==> src/rtl/pipe_mon_pkg.sv <==
// rtl/pipe_mon_pkg.sv - shared types and constants for the retire-stream monitor
//
// Contents:
//   mon_state_e              monitor FSM state, also reported in the status word
//   SEL_*                    readout select codes for i_rd_sel
//   ST_*                     bit positions inside the status readout word
package pipe_mon_pkg;

    typedef enum logic [1:0] {
        IDLE = 2'd0,
        RUN  = 2'd1,
        DONE = 2'd2,
        HANG = 2'd3
    } mon_state_e;

    localparam logic [2:0] SEL_CYC    = 3'd0;
    localparam logic [2:0] SEL_RET    = 3'd1;
    localparam logic [2:0] SEL_CTRL   = 3'd2;
    localparam logic [2:0] SEL_MIS    = 3'd3;
    localparam logic [2:0] SEL_GAP    = 3'd4;
    localparam logic [2:0] SEL_PC     = 3'd5;
    localparam logic [2:0] SEL_STATUS = 3'd6;
    localparam logic [2:0] SEL_ZERO   = 3'd7;

    // Status word: {proto_err, hang, done, state[1:0]}
    localparam int ST_STATE_LSB = 0;
    localparam int ST_DONE_BIT  = 2;
    localparam int ST_HANG_BIT  = 3;
    localparam int ST_PERR_BIT  = 4;
    localparam int ST_W         = 5;

endpackage

==> src/rtl/sat_counter.sv <==
// rtl/sat_counter.sv - saturating event counter with synchronous clear
//
// Ports:
//   i_clk, i_reset   clock, asynchronous active-low reset
//   i_inc            count one event this cycle
//   i_clr            synchronous clear, wins over i_inc
//   o_cnt            current count, holds at all-ones once reached
module sat_counter #(
    parameter int CNT_W = 32
) (
    input  logic             i_clk,
    input  logic             i_reset,
    input  logic             i_inc,
    input  logic             i_clr,
    output logic [CNT_W-1:0] o_cnt
);

    logic [CNT_W-1:0] cnt_q;
    logic [CNT_W-1:0] cnt_d;

    always_comb begin
        cnt_d = cnt_q;
        if (i_clr) begin
            cnt_d = '0;
        end else if (i_inc && (cnt_q != {CNT_W{1'b1}})) begin
            cnt_d = cnt_q + CNT_W'(1);
        end
    end

    always_ff @(posedge i_clk or negedge i_reset) begin
        if (!i_reset) begin
            cnt_q <= '0;
        end else begin
            cnt_q <= cnt_d;
        end
    end

    assign o_cnt = cnt_q;

endmodule

==> src/rtl/pipe_retire_monitor.sv <==
// rtl/pipe_retire_monitor.sv - retire-stream statistics, completion and hang monitor
//
// Ports:
//   i_clk, i_reset        clock, asynchronous active-low reset
//   i_insn_vld            an instruction retires this cycle
//   i_ctrl, i_mispred     retiring insn is control flow / was mispredicted
//   i_pc_debug            PC of the retiring instruction
//   i_clear               synchronous clear of all counters, flags and FSM
//   i_rd_sel              readout select (see SEL_* in pipe_mon_pkg)
//   o_rd_data             registered readout, one cycle behind i_rd_sel
//   o_done, o_hang        sticky completion / watchdog flags
//   o_proto_err           sticky: mispredict flagged on a non-control retire
module pipe_retire_monitor
    import pipe_mon_pkg::*;
#(
    parameter int CNT_W       = 32,
    parameter int STALL_LIMIT = 1024,
    parameter int DONE_REPEAT = 4
) (
    input  logic             i_clk,
    input  logic             i_reset,
    input  logic             i_insn_vld,
    input  logic             i_ctrl,
    input  logic             i_mispred,
    input  logic [31:0]      i_pc_debug,
    input  logic             i_clear,
    input  logic [2:0]       i_rd_sel,
    output logic [CNT_W-1:0] o_rd_data,
    output logic             o_done,
    output logic             o_hang,
    output logic             o_proto_err
);

    // The gap counter never exceeds STALL_LIMIT because RUN is left when it
    // gets there, so it only needs enough bits for that value.
    localparam int GAP_W = $clog2(STALL_LIMIT + 1);
    localparam int REP_W = $clog2(DONE_REPEAT + 1);
    localparam int PC_N  = (CNT_W < 32)    ? CNT_W : 32;
    localparam int ST_N  = (CNT_W < ST_W)  ? CNT_W : ST_W;
    localparam int GAP_N = (CNT_W < GAP_W) ? CNT_W : GAP_W;

    mon_state_e state_q, state_d;

    logic [GAP_W-1:0] gap_q, gap_d, gap_inc;
    logic [GAP_W-1:0] max_gap_q, max_gap_d;
    logic [REP_W-1:0] rep_q, rep_d;
    logic [31:0]      last_pc_q, last_pc_d;
    logic             proto_err_q, proto_err_d;
    logic [CNT_W-1:0] rd_data_q, rd_data_d;

    logic [CNT_W-1:0] cyc_cnt, ret_cnt, ctrl_cnt, mis_cnt;
    logic [CNT_W-1:0] rd_mux, pc_ext, st_ext, gap_ext;
    logic [ST_W-1:0]  st_vec;
    logic             gap_ovf;

    logic cnt_active;
    logic retire;
    logic done_hit;
    logic stall_hit;
    logic hang_enter;

    // The first retire is seen while still in IDLE; it already counts so that
    // cyc_cnt and ret_cnt both start from that cycle.
    assign cnt_active = (state_q == RUN) || ((state_q == IDLE) && i_insn_vld);
    assign retire     = cnt_active && i_insn_vld;

    assign gap_inc    = gap_q + GAP_W'(1);
    assign done_hit   = (state_q == RUN) && (rep_q == REP_W'(DONE_REPEAT));
    assign stall_hit  = (state_q == RUN) && !i_insn_vld && (gap_inc == GAP_W'(STALL_LIMIT));
    // Completion takes precedence over the watchdog in the same cycle.
    assign hang_enter = stall_hit && !done_hit;

    sat_counter #(.CNT_W(CNT_W)) u_cyc_cnt (
        .i_clk   (i_clk),
        .i_reset (i_reset),
        .i_inc   (cnt_active),
        .i_clr   (i_clear),
        .o_cnt   (cyc_cnt)
    );

    sat_counter #(.CNT_W(CNT_W)) u_ret_cnt (
        .i_clk   (i_clk),
        .i_reset (i_reset),
        .i_inc   (retire),
        .i_clr   (i_clear),
        .o_cnt   (ret_cnt)
    );

    sat_counter #(.CNT_W(CNT_W)) u_ctrl_cnt (
        .i_clk   (i_clk),
        .i_reset (i_reset),
        .i_inc   (retire && i_ctrl),
        .i_clr   (i_clear),
        .o_cnt   (ctrl_cnt)
    );

    sat_counter #(.CNT_W(CNT_W)) u_mis_cnt (
        .i_clk   (i_clk),
        .i_reset (i_reset),
        .i_inc   (retire && i_ctrl && i_mispred),
        .i_clr   (i_clear),
        .o_cnt   (mis_cnt)
    );

    always_comb begin
        state_d = state_q;
        if (i_clear) begin
            state_d = IDLE;
        end else begin
            case (state_q)
                IDLE: begin
                    if (i_insn_vld) begin
                        state_d = RUN;
                    end
                end
                RUN: begin
                    if (done_hit) begin
                        state_d = DONE;
                    end else if (stall_hit) begin
                        state_d = HANG;
                    end
                end
                default: state_d = state_q;
            endcase
        end
    end

    always_comb begin
        gap_d       = gap_q;
        max_gap_d   = max_gap_q;
        rep_d       = rep_q;
        last_pc_d   = last_pc_q;
        proto_err_d = proto_err_q;
        rd_data_d   = rd_mux;
        if (i_clear) begin
            gap_d       = '0;
            max_gap_d   = '0;
            rep_d       = '0;
            last_pc_d   = '0;
            proto_err_d = 1'b0;
            rd_data_d   = '0;
        end else begin
            if (i_insn_vld && i_mispred && !i_ctrl) begin
                proto_err_d = 1'b1;
            end
            if (retire) begin
                if (gap_q > max_gap_q) begin
                    max_gap_d = gap_q;
                end
                gap_d     = '0;
                last_pc_d = i_pc_debug;
                if (!i_ctrl) begin
                    rep_d = '0;
                end else if (i_pc_debug != last_pc_q) begin
                    rep_d = REP_W'(1);
                end else if (rep_q != REP_W'(DONE_REPEAT)) begin
                    rep_d = rep_q + REP_W'(1);
                end
            end else if (cnt_active) begin
                gap_d = gap_inc;
                if (hang_enter) begin
                    max_gap_d = gap_inc;
                end
            end
        end
    end

    // Readout sources resized to CNT_W: PC and status are zero-extended or
    // truncated, max_gap saturates like the event counters.
    always_comb begin
        pc_ext = '0;
        for (int i = 0; i < PC_N; i++) begin
            pc_ext[i] = last_pc_q[i];
        end

        st_vec = '0;
        st_vec[ST_STATE_LSB +: 2] = state_q;
        st_vec[ST_DONE_BIT]       = (state_q == DONE);
        st_vec[ST_HANG_BIT]       = (state_q == HANG);
        st_vec[ST_PERR_BIT]       = proto_err_q;
        st_ext = '0;
        for (int i = 0; i < ST_N; i++) begin
            st_ext[i] = st_vec[i];
        end

        gap_ovf = 1'b0;
        for (int i = CNT_W; i < GAP_W; i++) begin
            gap_ovf = gap_ovf | max_gap_q[i];
        end
        gap_ext = '0;
        for (int i = 0; i < GAP_N; i++) begin
            gap_ext[i] = max_gap_q[i];
        end
        if (gap_ovf) begin
            gap_ext = {CNT_W{1'b1}};
        end

        case (i_rd_sel)
            SEL_CYC:    rd_mux = cyc_cnt;
            SEL_RET:    rd_mux = ret_cnt;
            SEL_CTRL:   rd_mux = ctrl_cnt;
            SEL_MIS:    rd_mux = mis_cnt;
            SEL_GAP:    rd_mux = gap_ext;
            SEL_PC:     rd_mux = pc_ext;
            SEL_STATUS: rd_mux = st_ext;
            SEL_ZERO:   rd_mux = '0;
            default:    rd_mux = '0;
        endcase
    end

    always_ff @(posedge i_clk or negedge i_reset) begin
        if (!i_reset) begin
            state_q     <= IDLE;
            gap_q       <= '0;
            max_gap_q   <= '0;
            rep_q       <= '0;
            last_pc_q   <= '0;
            proto_err_q <= 1'b0;
            rd_data_q   <= '0;
        end else begin
            state_q     <= state_d;
            gap_q       <= gap_d;
            max_gap_q   <= max_gap_d;
            rep_q       <= rep_d;
            last_pc_q   <= last_pc_d;
            proto_err_q <= proto_err_d;
            rd_data_q   <= rd_data_d;
        end
    end

    assign o_rd_data   = rd_data_q;
    assign o_done      = (state_q == DONE);
    assign o_hang      = (state_q == HANG);
    assign o_proto_err = proto_err_q;

endmodule

==> config.mk <==
export PLATFORM = sky130hd
export DESIGN_NAME = pipe_retire_monitor
export DESIGN_NICKNAME = d
export VERILOG_FILES = /design/src/rtl/pipe_mon_pkg.sv /design/src/rtl/sat_counter.sv /design/src/rtl/pipe_retire_monitor.sv
export SDC_FILE = /design/constraint.sdc
export NUM_CORES = 1
export LEC_CHECK = 0
export BUFFER_PORTS_ARGS = -buffer_cell sky130_fd_sc_hd__buf_2
export CORE_ASPECT_RATIO = 1.5
export CORE_MARGIN = 8
export CORE_UTILIZATION = 35
export CTS_CLUSTER_SIZE = 14
export DETAILED_ROUTE_END_ITERATION = 16
export MAX_ROUTING_LAYER = met4
export SYNTH_ARGS = -nofsm -noshare
export SYNTH_HDL_FRONTEND = slang
export SYNTH_SLANG_ARGS = --single-unit
==> constraint.sdc <==
create_clock -name i_clk -period 2.6 [get_ports i_clk]
set_input_delay 0.13 -clock i_clk [delete_from_list [all_inputs] [get_ports i_clk]]
set_output_delay 0.13 -clock i_clk [all_outputs]
set_load 0.1 [all_outputs]
==> flow_summary.toml <==
[worst_hold_path]
whs_path_depth = 3
min_from = "i_insn_vld"
hp-class = "input port to flop"

[cts]
numCtsBuffers = 24
cts_sinks = 220
clkSlewWorstSetupHoldPaths_ps = 60
cts_tree = "built"
clock-root-buffer = "clkbuf_16"
cts_htree_levels = 1
clockBufferDepth = 3
clock_latency_ps = 550

[synthesis]
synth_cell_types = 85
ys_seq_elements = 220
avgSynthCellArea_sq_um = 8.925
ys.flop_type = "dfrtp_1"
netlist_area_sq_um = 13160
syn-num-nets = 1535
yosysTopAreaCell = "dfrtp_1"
synth_top_area_frac = 0.4185
synth_top_cells_by_area = "dfrtp_1 42%, a21oi_1 5.1%, nand2_1 4.3%"
async_flop_share = 1.000
synth_warnings = 0
ys_seq_area_frac = 0.4185
synth_cells = 1474
synth_edf_count = 0

[setup_path]
critPathTopFamily = "simple AND/OR/NAND/NOR gates"
crit_type = "flop to flop"
crit_path_max_fanout = 11
critPathLaunchType = "flop"
crit_start = "u_mis_cnt.o_cnt[0]"
r2r_slack_ps = 180
crit_slowest_cell = "dfrtp_1"
r2r_cells = 7
worst-path-buf-inv = 1
path_cells = "ha_1 -> nand4_1 -> nor2_1 -> o211ai_1 -> buf_4 -> or4_1 -> a21oi_1"
worst-path-stages = 7
worst_path_largest_cell_delay_ps = 410
cp.required_ps = 3060
worstPathArrival_ps = 2880
reg2reg_from = "u_mis_cnt.o_cnt[0]"
endpoint_kind = "flop"

[layout]
stdcell_area_sq_um = 15690
final_cell_mix = "220 x dfrtp_1, 152 x nand2_1, 133 x a21oi_1, 111 x nor2_1, 73 x buf_2"
final_common_cell = "dfrtp_1"
syn_to_final_growth_pct = 19.26
drive_gt1_frac = 0.1509
layout.nets = 1661
utilization = 0.4202
num_antenna_cells = 0

[sta]
worst_pin_slew_ps = 1057
hold_violations = 0
maxSlewViolCount = 0
fin_crit_sh = 0.9297
fmax_mhz = 413.7
fin_hold_ws_ps = 41.99
rsz0062_at_grt = "no"
timing.final.crit_period_ps = 2417
tns_ps = 0
fin_skew_ps = 30.99
finalSetupViolations = 0
slew_headroom = 0.2897

[drt]
post_drt_wl_per_cell_microns = 20.59
drc = 0
wl_mm = 43.36
drtAntennaViolNets = 0
viasPerCell = 5.794
vias = 12200
dr.pass1.iters = 7
drt_iter0_markers = 953

[floorplan]
row_count = 87
ios = 76
core_sq_um = 37340
initial_core_util = 0.3523
dieArea_sq_um = 44170
die_w_microns = 174.3
dieHeight_microns = 253.4

[grt]
grtUsageTotal = 0.1992
grt_pass1_vias = 11990
grt_pass1_wl_mm = 68.71
antenna_found_initial = 0
grt-ovfl-total = 0
grt_max_degree = 71

[power_and_ir_drop]
leakage_nw = 6.413
powerDensity_nw_per_um2 = 509.0
peakVddDrop_mv = 0.4814

[placed_design]
place_area_sq_um = 14290
place.detailed.hpwl_mm = 31.80
io_buffers = 75
place_congestion = 0.9222

[flow_run]
maxCapViolCount = 0

[run_status]
status = "finished clean"
worst register-to-register path, cell delays in order (launching register included):
cell      delay, ps
dfrtp_1         410
ha_1            240
nand4_1         350
nor2_1          410
o211ai_1        170
buf_4           220
or4_1           400
a21oi_1         160
path summary, 6_finish.rpt:
| kind | end |
|---|---|
| setup / recovery | u_mis_cnt.o_cnt[20] |
| hold / removal | o_proto_err |
| setup reg to reg | u_mis_cnt.o_cnt[20] |
| hold reg to reg | max_gap_q[7] |
| max in group asynchronous | u_cyc_cnt.o_cnt[18] |
| min in group asynchronous | gap_q[3] |
area by class of cell:
| type | instances | area (sq um) |
|---|---|---|
| fill | 3654 | 21650 |
| multi-input combinational | 1126 | 7153 |
| sequential | 220 | 5505 |
| timing repair buffer | 190 | 1443 |
| clock buffer | 34 | 698.2 |
| tap | 489 | 611.8 |
| inverter | 38 | 142.6 |
| clock inverter | 9 | 135.1 |
cell families after synthesis:
group / after synthesis / synth area share
and+or+nand+nor: 599 / 0.2443
AOI/OAI and AO/OA: 403 / 0.2025
DFF: 220 / 0.4185
buffers and inverters: 128 / 0.03995
xor gates and xnor gates: 64 / 0.04261
muxes: 40 / 0.03310
adders and majority gates: 20 / 0.01902
sequential cells by signal, indices dropped and copies added (netlist names):
name,count
gap_q,11
last_pc_q,32
max_gap_q,11
o_proto_err,1
o_rd_data,32
rep_q,3
state_q,2
u_ctrl_cnt.o_cnt,32
u_cyc_cnt.o_cnt,32
u_mis_cnt.o_cnt,32
u_ret_cnt.o_cnt,32
Yosys cell counts (6+ instances only):
cell and n:
o21ai_2 8, dfrtp_1 220, buf_1 12, o21ai_0 70
or4_1 28, a22oi_1 19, nand3_1 52, a211oi_1 14
and3_1 15, a31o_2 7, clkbuf_1 59, buf_2 15
or3_1 69, ha_1 20, mux2i_1 21, a21oi_2 9
nand2_1 152, xor2_1 43, o22a_1 6, a222oi_1 8
a21oi_1 133, nor3_1 26, and4_1 18, mux2_2 13
and2_1 11, nor2b_1 16, o311ai_1 6, nor2_1 111
o2111ai_1 7, o31ai_1 25, nor4_1 24, xnor2_1 21
inv_1 38, o211ai_1 24, nand4_1 40
power breakdown:
part           internal (W)  switching, W
clock network       0.00217       0.00149
registers           0.00348     0.0000667
logic              0.000251      0.000533
stage by stage:
step	total power, W	worst slack (ps)	cells
after floorplan	0.003995	15.22	1474
final	0.007985	182.8	2106
after detailed placement	0.004324	130.1	2008
after CTS	0.008067	124.2	2106
after global placement	0.004316	134.7	2008
after global routing	0.008247	53.28	2106
routing by layer:
metal	part of all wire	GRT usage
met1	0.42	0.2451
met4	0.037	0.07911
met5	0	-
met3	0.046	0.01955
met2	0.50	0.3328
what timing repair did:
item                       in CTS  in global routing
buffers inserted                0                  0
hold endpoints to repair      102                  0
hold buffers                   55                  0
setup endpoints to repair       0                 10
resized for setup               0                  3
Note: power is estimated with default switching activity, not from simulation.
